--- config.mk ---
export PLATFORM = sky130hd
export DESIGN_NAME = udp_vid_rx
export DESIGN_NICKNAME = d
export VERILOG_FILES = /design/src/rtl/udp_vid_rx_pkg.sv /design/src/rtl/udp_vid_rx_hdr_detect.sv /design/src/rtl/udp_vid_rx.sv
export SDC_FILE = /design/constraint.sdc
export NUM_CORES = 1
export LEC_CHECK = 0
export CAP_MARGIN = 25
export CORE_AREA = 2 2 103 95
export CTS_CLUSTER_DIAMETER = 60
export CTS_CLUSTER_SIZE = 12
export DETAILED_ROUTE_END_ITERATION = 7
export DIE_AREA = 0 0 105 97
export PLACE_DENSITY_LB_ADDON = 0.1
export SLEW_MARGIN = 20
export SYNTH_ARGS = -nofsm -noshare
export SYNTH_HDL_FRONTEND = slang
export SYNTH_SLANG_ARGS = --single-unit
--- constraint.sdc ---
create_clock -name app_rx_clk -period 5.5 [get_ports app_rx_clk]
set_clock_uncertainty 0.15 [all_clocks]
set_input_delay 1.375 -clock app_rx_clk [delete_from_list [all_inputs] [get_ports app_rx_clk]]
set_output_delay 1.375 -clock app_rx_clk [all_outputs]
set_load 0.03 [all_outputs]
--- src/rtl/udp_vid_rx_pkg.sv ---
// Shared state encoding, default frame marker and pixel byte-lane helper
// for the UDP-to-video receive path.
package udp_vid_rx_pkg;
    typedef enum logic [1:0] {
        ST_IDLE = 2'b01,
        ST_REC  = 2'b10
    } state_e;

    localparam logic [31:0] DEF_FRAME_HEAD = 32'hF3ED7A93;

    // Bit offset of byte slot `pos` inside a pixel of `bpp` bytes.
    function automatic int byte_ofs(input logic [1:0] pos, input int bpp, input bit msb_first);
        int lane;
        lane = msb_first ? (bpp - 1 - int'(pos)) : int'(pos);
        return 8 * lane;
    endfunction
endpackage

--- src/rtl/udp_vid_rx_hdr_detect.sv ---
// Frame marker search: three bytes of history plus the live byte compared
// against the 32-bit marker.
module udp_hdr_detect
    import udp_vid_rx_pkg::*;
#(
    parameter logic [31:0] FRAME_HEAD = DEF_FRAME_HEAD
) (
    input  logic       clk,
    input  logic       rstn,
    input  logic       en,
    input  logic       clr,
    input  logic       valid,
    input  logic [7:0] data,
    output logic       hit
);
    logic [23:0] hist_q;

    always_ff @(posedge clk or negedge rstn) begin
        if (!rstn) begin
            hist_q <= '0;
        end else if (clr) begin
            hist_q <= '0;
        end else if (en && valid) begin
            hist_q <= {hist_q[15:0], data};
        end
    end

    assign hit = en && valid && ({hist_q, data} == FRAME_HEAD);
endmodule

--- src/rtl/udp_vid_rx.sv ---
// UDP byte stream to video pixel stream: header search, pixel packing,
// line/frame counting and receive-timeout abort.
module udp_vid_rx
    import udp_vid_rx_pkg::*;
#(
    parameter logic [31:0] FRAME_HEAD    = DEF_FRAME_HEAD,
    parameter int          BYTES_PER_PIX = 2,
    parameter bit          MSB_FIRST     = 1'b1,
    parameter int          H_ACTIVE      = 640,
    parameter int          V_ACTIVE      = 480,
    parameter int          TIMEOUT       = 125000,
    localparam int         PIX_W         = 8 * BYTES_PER_PIX
) (
    input  logic             app_rx_clk,
    input  logic             rstn,
    input  logic             app_rx_data_valid,
    input  logic [7:0]       app_rx_data,
    output logic             vid_clk,
    output logic             vid_vs,
    output logic             vid_de,
    output logic [PIX_W-1:0] vid_data,
    output logic             vid_eol,
    output logic             vid_eof,
    output logic             frame_err,
    output logic [15:0]      frame_cnt
);
    localparam int XW = (H_ACTIVE > 1) ? $clog2(H_ACTIVE) : 1;
    localparam int YW = (V_ACTIVE > 1) ? $clog2(V_ACTIVE) : 1;
    localparam int TW = $clog2(TIMEOUT + 1);
    localparam logic [XW-1:0] X_LAST = XW'(H_ACTIVE - 1);
    localparam logic [YW-1:0] Y_LAST = YW'(V_ACTIVE - 1);
    localparam logic [TW-1:0] T_MAX  = TW'(TIMEOUT);
    localparam logic [1:0]    B_LAST = 2'(BYTES_PER_PIX - 1);

    state_e           state_q;
    logic [1:0]       bcnt_q;
    logic [XW-1:0]    xcnt_q;
    logic [YW-1:0]    ycnt_q;
    logic [TW-1:0]    tcnt_q;
    logic [PIX_W-1:0] pix_q, pix_d;
    logic             vs_q, de_q, eol_q, eof_q, err_q;
    logic [PIX_W-1:0] data_q;
    logic [15:0]      frame_cnt_q;
    logic             hit, pix_done, x_last, y_last;

    udp_hdr_detect #(.FRAME_HEAD(FRAME_HEAD)) u_hdr (
        .clk   (app_rx_clk),
        .rstn  (rstn),
        .en    (state_q == ST_IDLE),
        .clr   (hit),
        .valid (app_rx_data_valid),
        .data  (app_rx_data),
        .hit   (hit)
    );

    always_comb begin
        pix_d = pix_q;
        pix_d[byte_ofs(bcnt_q, BYTES_PER_PIX, MSB_FIRST) +: 8] = app_rx_data;
    end

    assign pix_done = (bcnt_q == B_LAST);
    assign x_last   = (xcnt_q == X_LAST);
    assign y_last   = (ycnt_q == Y_LAST);

    always_ff @(posedge app_rx_clk or negedge rstn) begin
        if (!rstn) begin
            state_q     <= ST_IDLE;
            bcnt_q      <= '0;
            xcnt_q      <= '0;
            ycnt_q      <= '0;
            tcnt_q      <= '0;
            pix_q       <= '0;
            vs_q        <= 1'b0;
            de_q        <= 1'b0;
            data_q      <= '0;
            eol_q       <= 1'b0;
            eof_q       <= 1'b0;
            err_q       <= 1'b0;
            frame_cnt_q <= '0;
        end else begin
            vs_q   <= 1'b0;
            de_q   <= 1'b0;
            data_q <= '0;
            eol_q  <= 1'b0;
            eof_q  <= 1'b0;
            err_q  <= 1'b0;
            case (state_q)
                ST_IDLE: begin
                    if (hit) begin
                        state_q <= ST_REC;
                        vs_q    <= 1'b1;
                        bcnt_q  <= '0;
                        xcnt_q  <= '0;
                        ycnt_q  <= '0;
                        tcnt_q  <= '0;
                        pix_q   <= '0;
                    end
                end
                ST_REC: begin
                    // A byte arriving in the TIMEOUT cycle wins over the abort.
                    if (app_rx_data_valid) begin
                        tcnt_q <= '0;
                        if (pix_done) begin
                            bcnt_q <= '0;
                            pix_q  <= '0;
                            de_q   <= 1'b1;
                            data_q <= pix_d;
                            eol_q  <= x_last;
                            eof_q  <= x_last && y_last;
                            if (x_last) begin
                                xcnt_q <= '0;
                                if (y_last) begin
                                    ycnt_q      <= '0;
                                    state_q     <= ST_IDLE;
                                    frame_cnt_q <= frame_cnt_q + 16'd1;
                                end else begin
                                    ycnt_q <= ycnt_q + YW'(1);
                                end
                            end else begin
                                xcnt_q <= xcnt_q + XW'(1);
                            end
                        end else begin
                            bcnt_q <= bcnt_q + 2'd1;
                            pix_q  <= pix_d;
                        end
                    end else if (tcnt_q == T_MAX) begin
                        err_q   <= 1'b1;
                        state_q <= ST_IDLE;
                        bcnt_q  <= '0;
                        xcnt_q  <= '0;
                        ycnt_q  <= '0;
                        tcnt_q  <= '0;
                        pix_q   <= '0;
                    end else begin
                        tcnt_q <= tcnt_q + TW'(1);
                    end
                end
                default: state_q <= ST_IDLE;
            endcase
        end
    end

    assign vid_clk   = app_rx_clk;
    assign vid_vs    = vs_q;
    assign vid_de    = de_q;
    assign vid_data  = data_q;
    assign vid_eol   = eol_q;
    assign vid_eof   = eof_q;
    assign frame_err = err_q;
    assign frame_cnt = frame_cnt_q;
endmodule

==> results.md <==
- The flow ran to the end, and the final reports show no timing, DRC or antenna violations.
- The data required time of the critical path is 3.97 ns.
- The worst register-to-register path has a depth of 5.
- The instance count along the most critical hold path is 1.
- Walking the worst path, the cells encountered are clkbuf_8 -> clkbuf_8 -> clkdlybuf4s50_1.
- Of the post-synthesis cell area, the dominant cell type holds 52.18%.
- The startpoint class of the critical path is a clock port.
- The number of flip-flops and latches in the synthesized netlist is 117.
- The first TritonRoute pass finished after 4 iterations.
- The fraction of layout cells with a size suffix above 1 is 9.236%.
- The share of cell area taken by muxes after synthesis is 1.282%.
- The final number of setup-violating endpoints is 0.
- The startpoint of the most critical hold path is frame_cnt[15].
- The launch point of the worst reg-to-reg path is tcnt_q[7].
- After clock tree synthesis, the setup repair step added 0 buffers.
- The netlist uses between 60 and 70 different library cells.
- The number of antenna violations at the first check in global routing came to 0.
- The core outline area is 9001 um2.
- The via count of the first global-routing pass was 4282.
- Setup slack closes at 0.4221 ns.
- The kind of critical path is clock port to output pin.
- The remaining max-slew budget at the tightest pin is 38.85%.
- The number of hold buffers added after CTS was 0.
- For the pin with the worst max-slew slack, the measured transition is 0.9172 ns.
- On the final layout, the worst hold slack is 0.3182 ns.
- The die covers around 10000 um2.
- In this design, the stage delay of the slowest critical-path cell is 0.58 ns.
- The type of element capturing the critical path is an output pin.
- The repair_antennas step left the layout with diodes totalling 0.
- During synthesis, Yosys emitted a total of 0 warnings.
- Once the clock tree was built, the resizer swapped 0 gates to a different size.
- The worst hold path terminates at frame_cnt[15].
- The sequential cell area fraction in the yosys report is 52.65%.
- The CTS clock-pin slew for the worst setup and hold paths is about 0.06 ns.
- After Yosys synthesis, XOR and XNOR cells account for 2.362% of the synthesized area.
- Counting every instance in the synthesized netlist gives 561.
- Buffers placed on the I/O ports in this run total 48.
- The placed wire-length estimate is 8.090 mm.
- Summing the areas of all compound-gate instances in the mapped netlist gives 14.04% of the synthesized area.
- The final hold violation count is 0.
- The maximum number of pins on one net before global-route repair is 75.
- The routed wire length is 12.70 mm.
- The largest family of logic cells by synthesized area is simple AND/OR/NAND/NOR gates.
- In the layout the commonest cells are 116 x sky130_fd_sc_hd__dfrtp_1, 99 x sky130_fd_sc_hd__nand2_1, 47 x sky130_fd_sc_hd__clkdlybuf4s50_1, 41 x sky130_fd_sc_hd__nor2_1, 28 x sky130_fd_sc_hd__o21ai_0.
- The overall global routing resource usage is 26.62%.
- Each instance of the synthesized netlist takes up on average approximately 9.9 um2.
- The total overflow left after global routing is 0.
- The number of rows in the core area is 33.
- After detailed routing, the number of remaining DRC violations is 0.
- The main flop type after synthesis is sky130_fd_sc_hd__dfrtp_1.
- The most common cell after layout, fill and taps aside is sky130_fd_sc_hd__dfrtp_1.
- The final count of pins violating max slew is 0.
- The via total after detailed routing is 4472.
- The setup slack at placement is roughly 0.66 ns.
- Data arrives at the worst endpoint at 3.55 ns.
- The largest fanout of any net on the critical path is 2.
- The number of enable-type register cells in the synthesized netlist is 0.
- The destination of the worst register-to-register timing path is pix_q[4].
- The overall power after layout is 2.265 mW.
- In the post-synthesis netlist, the biggest area contributors are sky130_fd_sc_hd__dfrtp_1 52%, sky130_fd_sc_hd__nand2_1 6.7%, sky130_fd_sc_hd__nor2_1 2.8%, sky130_fd_sc_hd__a22o_1 2.7%, sky130_fd_sc_hd__o21ai_0 2.5%.
- The routability congestion estimate is 0.8597.
- The power density over cell area is 333.8 nW/um2.
- The aggregate negative setup slack is 0 ns.
- Across the run, the number of max-cap violations was 0.
- The synthesized net count is 581.
- The cell with the most instances on the worst path is sky130_fd_sc_hd__clkbuf_8.
- Dividing the detail-routed wire length by the instance count gives 16.93 um.
- The count of boundary I/O pins is 49.
- From left edge to right edge, the die measures 105 um.
- The clock tree from TritonCTS is done.
- Across all register-to-register paths, the minimum setup slack is 2.81 ns.
- The largest area contributor in the netlist is sky130_fd_sc_hd__dfrtp_1.
- The proportion of register bits with asynchronous set or reset after synthesis is 100.0%.
- The number of DRC markers in iteration 0 is 221.
- In this run the remaining antenna-violating nets after routing total 0.
- The slowest stage of the critical path belongs to the cell sky130_fd_sc_hd__clkdlybuf4s50_1.
- The later pin in the worst-skew pair is clocked with a latency of around 0.62 ns.
- The post-synthesis instance area is roughly 5600 um2.
- Of the total synthesized cell area, the portion taken by full adders, half adders and majority gates is 2.024%.
- For this run, the post-layout net count is about 640.
- The number of vias per cell after detailed routing is ~6.0.
- The area share of and/or/nand/nor cells after synthesis is between 20% and 30%.
- The leakage power total is 3.035 nW.
- The first global-routing pass estimated 21.37 mm of wire.
- The type of the most critical hold path is flop to flop.
- Relative to the synthesized area, the layout overhead comes to 21.97%.
- Setup repair after global routing left no endpoint under its margin.
- The die is 97 um tall.
- The worst-case vdd ir drop is 0.2036 mV.
- The initial utilization of the core area, before any placement, comes to 61.80%.
## worst max-delay path, delay by kind of cell
family,cells,cell delay [ns]
buf+inv,3,0.81
## flip-flops by register name, summed over array words and instances, names as in the netlist, 2 cells and up
register      flops
xcnt_q           10
state_q           2
tcnt_q           17
pix_q            16
vid_data         16
frame_cnt        16
u_hdr.hist_q     24
bcnt_q            2
ycnt_q            9
## routing by layer
metal  vias to the layer above  wire length [um]  global-route usage, %
li1                       2107                 -                      -
met1                      2198              5628                  36.77
met2                       148              6144                  41.26
met3                        19               686                  6.402
met4                         0               240                  9.641
met5                         -                 0                      0
## worst max-delay path by stage
stage | start | end | slack [ns] | cells past startpoint
2_1_floorplan | app_rx_clk | vid_clk | 1.08 | 1
3_3_place_gp | app_rx_clk | vid_clk | 0.66 | 1
3_5_place_dp | app_rx_clk | vid_clk | 0.66 | 1
4_1_cts | app_rx_clk | vid_clk | 0.41 | 3
5_1_grt | app_rx_clk | vid_clk | 0.40 | 3
6_report | app_rx_clk | vid_clk | 0.42 | 3
## synthesized netlist by cell type (all sizes together) (3+ instances only)
cell       n
a31oi      9
xor2      10
o21ai     29
o22a       7
nand2    100
a2bb2oi    3
o211ai     5
ha         9
dfrtp    116
nand4     11
xnor2      5
or3        4
nor2      41
a21o       4
nor3      14
a21oi     20
mux2i      6
or4        3
nand3     27
a41oi      4
a22o      17
buf        6
clkbuf    13
nor4bb     3
and2       4
and3      11
inv       14
nor2b     20
nor3b      4
nor4       7
## area by class of cell
class / count / area (um2)
fillers: 622 / 2216
repair buffers: 51 / 498.0
flip-flops and latches: 117 / 2929
clock inverters: 13 / 181.4
inverters: 15 / 61.31
clock buffers: 22 / 479.2
multi-input cells: 410 / 2484
well taps: 122 / 152.6
## per-stage QoR
step	util [%]	instances	cell area (um2)
after floorplan	-	561	5563
after global placement	68.15	716	6135
after global routing	75.38	750	6785
after CTS	75.38	750	6785
after detailed placement	68.15	716	6135
final	75.38	750	6785
## power breakdown
part | leakage [nW] | internal (mW) | switching, mW
Combinational | 1.17 | 0.0446 | 0.0723
Sequential | 1.55 | 0.897 | 0.0348
Clock | 0.311 | 0.801 | 0.415
## logic make-up (layout without fill, tap and decap cells)
kind of cell | Yosys count | in the layout
multiplexers | 7 | 7
flip-flops | 117 | 117
buffers and inverters | 34 | 101
AND/OR/NAND/NOR | 267 | 267
adder cells (fa/ha/maj) | 9 | 9
AO/OA/AOI/OAI | 112 | 112
XOR/XNOR | 15 | 15
No activity file was read; power rests on OpenSTA's default activity.
==> RTL edit (same settings) <==
Register the inputs `app_rx_data_valid` and `app_rx_data` before use. The logic sees them one clock later.
--- a/src/rtl/udp_vid_rx.sv
+++ b/src/rtl/udp_vid_rx.sv
@@ -33,4 +33,12 @@
     localparam logic [1:0]    B_LAST = 2'(BYTES_PER_PIX - 1);
 
+    logic app_rx_data_valid_q;
+    logic [7:0] app_rx_data_q;
+
+    always_ff @(posedge app_rx_clk) begin
+        app_rx_data_valid_q <= app_rx_data_valid;
+        app_rx_data_q       <= app_rx_data;
+    end
+
     state_e           state_q;
     logic [1:0]       bcnt_q;
@@ -49,6 +57,6 @@
         .en    (state_q == ST_IDLE),
         .clr   (hit),
-        .valid (app_rx_data_valid),
-        .data  (app_rx_data),
+        .valid (app_rx_data_valid_q),
+        .data  (app_rx_data_q),
         .hit   (hit)
     );
@@ -56,5 +64,5 @@
     always_comb begin
         pix_d = pix_q;
-        pix_d[byte_ofs(bcnt_q, BYTES_PER_PIX, MSB_FIRST) +: 8] = app_rx_data;
+        pix_d[byte_ofs(bcnt_q, BYTES_PER_PIX, MSB_FIRST) +: 8] = app_rx_data_q;
     end
 
@@ -99,5 +107,5 @@
                 ST_REC: begin
                     // A byte arriving in the TIMEOUT cycle wins over the abort.
-                    if (app_rx_data_valid) begin
+                    if (app_rx_data_valid_q) begin
                         tcnt_q <= '0;
                         if (pix_done) begin
Formal check against the unedited RTL: not equivalent (Yosys sat finds a counterexample within 10 cycles, from zero or initial values and one cycle with rstn low).
==> RTL edit against the unedited design <==
Non-clock buffer count rose by 2; final cell count rose by 1.6%; wire length rose by 5.1%; via count rose by 3.2%; sequential share of layout area rose by 1.4 points; final area rose by 2.8%; area after synthesis rose by 3.6%; register-to-register slack got worse by 0.51 ns; sequential cell count rose by 9; setup slack got worse by 0.00067 ns; highest routed layer unchanged.
Power is not compared: it rests on default switching activity, and its combinational part moved more than twofold at a synthesized area within 25%.
==> RTL edit: results (changes against the unedited design) <==
Clocking
  • Setup Buffers After CTS: 0 (unchanged)
  • Post-CTS sizing: 0 (unchanged)

Setup path
  • Reg2Reg Depth: 7 (+2)
  • Max incr delay on CP: 0.58 ns (about the same)
  • R2R Path Start: bcnt_q[1]
  • Worst R2R End: ycnt_q[7]
  • R2R setup slack: 2.30 ns (-0.51 ns)

Place
  • Detailed Place HPWL: 8340 microns (+3.1%)
  • Placed Cells: 724 (+1.1%)
  • Placed cell area: 6320 sq um (+3.0%)
  • RePlAce Congestion: 0.883 (+2.7%)

Global route
  • Met3 Usage GRT: 8.15% (+1.8 points)
  • Initial antenna violation count: 0 (unchanged)
  • Met1 global-route usage: 38.1% (+1.4 points)
  • First-pass GRT wire length: 22500 microns (+5.3%)
  • Vias in the first global route: 4543 (+6.1%)
  • Tot GR Track Use: 28.1% (+1.4 points)
  • Pin count of the biggest net entering global routing: 76 (+1.3%)
  • Met2 Usage GRT: 43.7% (+2.4 points)

Drt
  • Via count: 4615 (+3.2%)
  • WL met1: 5810 microns (+3.2%)
  • Router iterations before antenna repair: 6 (+2)
  • Uppermost layer routed: met4
  • Met2 WL: 6630 microns (+8.0%)
  • Vias per cell: 6.06 (+1.6%)
  • Final wirelength: 13300 microns (+5.1%)
  • DR iter-0 viols: 247 (+12%)
  • Metal3 WL: 706 microns (+2.9%)

Synthesis
  • Top cells by area, synth: dfrtp_1 50%, nand2_1 5.8%, dfxtp_1 3.1%, a22o_1 2.9%, nor2_1 2.8%
  • Mux share of post-synthesis cell area: 1.09% (-0.20 points)
  • Async SR Flop Fraction: 92.9% (-7.1 points)
  • Register area share after synthesis: 53.9% (+1.3 points)
  • Synth Area in Adders: 1.95% (-0.071 points)
  • Post-synthesis xor/xnor area fraction: 2.28% (-0.083 points)
  • Syn_nets: 591 (+1.7%)
  • YS warnings: 0 (unchanged)
  • Post-synthesis compound-gate area fraction: 14.4% (+0.33 points)
  • Post-synth top cells: 116 x dfrtp_1, 89 x nand2_1, 43 x nor2_1, 29 x a21oi_1, 27 x o21ai_0
  • Cells after synthesis: 571 (+1.8%)

Worst hold path
  • Worst hold endpoint: frame_cnt[15]
  • Worst hold start: frame_cnt[15]
  • Type of the tightest min-delay check: flop to flop

Finish
  • Biggest regs: u_hdr.hist_q: 24 flops, tcnt_q: 17 flops
  • Final core utilization: 77.5% (+2.1 points)
  • Layout cells sized above 1: 9.06% (-0.17 points)
  • Nets: 647 (+1.7%)

Status
  • Outcome: finished, final reports clean

Timing
  • Hold slack: 0.333 ns (+0.0148 ns)
  • Max_slew headroom: 42.2% (+3.3 points)
RTL edit: where the power goes:
group	internal, mW	switching (mW)	total, mW	leakage [nW]
Clock	0.716	0.448	1.16	0.296
Combinational	0.0211	0.0351	0.0561	1.15
Sequential	0.949	0.0212	0.970	1.67
Total	1.69	0.504	2.19	3.12
RTL edit: cell type report:
| type | instances | share of cell area (%) |
|---|---|---|
| clock buffers | 23 | 6.93 |
| clock inverters | 13 | 2.01 |
| flip-flops and latches | 126 | 44.6 |
| well taps | 122 | 2.19 |
| repair buffers | 53 | 7.61 |
| inverters | 17 | 0.915 |
| multi-input cells | 408 | 35.8 |
RTL edit: worst max path at each step:
stage               start      end  slack, ns
2_1_floorplan  app_rx_clk  vid_clk       1.08
3_3_place_gp   app_rx_clk  vid_clk       0.66
3_5_place_dp   app_rx_clk  vid_clk       0.66
4_1_cts        app_rx_clk  vid_clk       0.41
5_1_grt        app_rx_clk  vid_clk       0.39
6_report       app_rx_clk  vid_clk       0.42
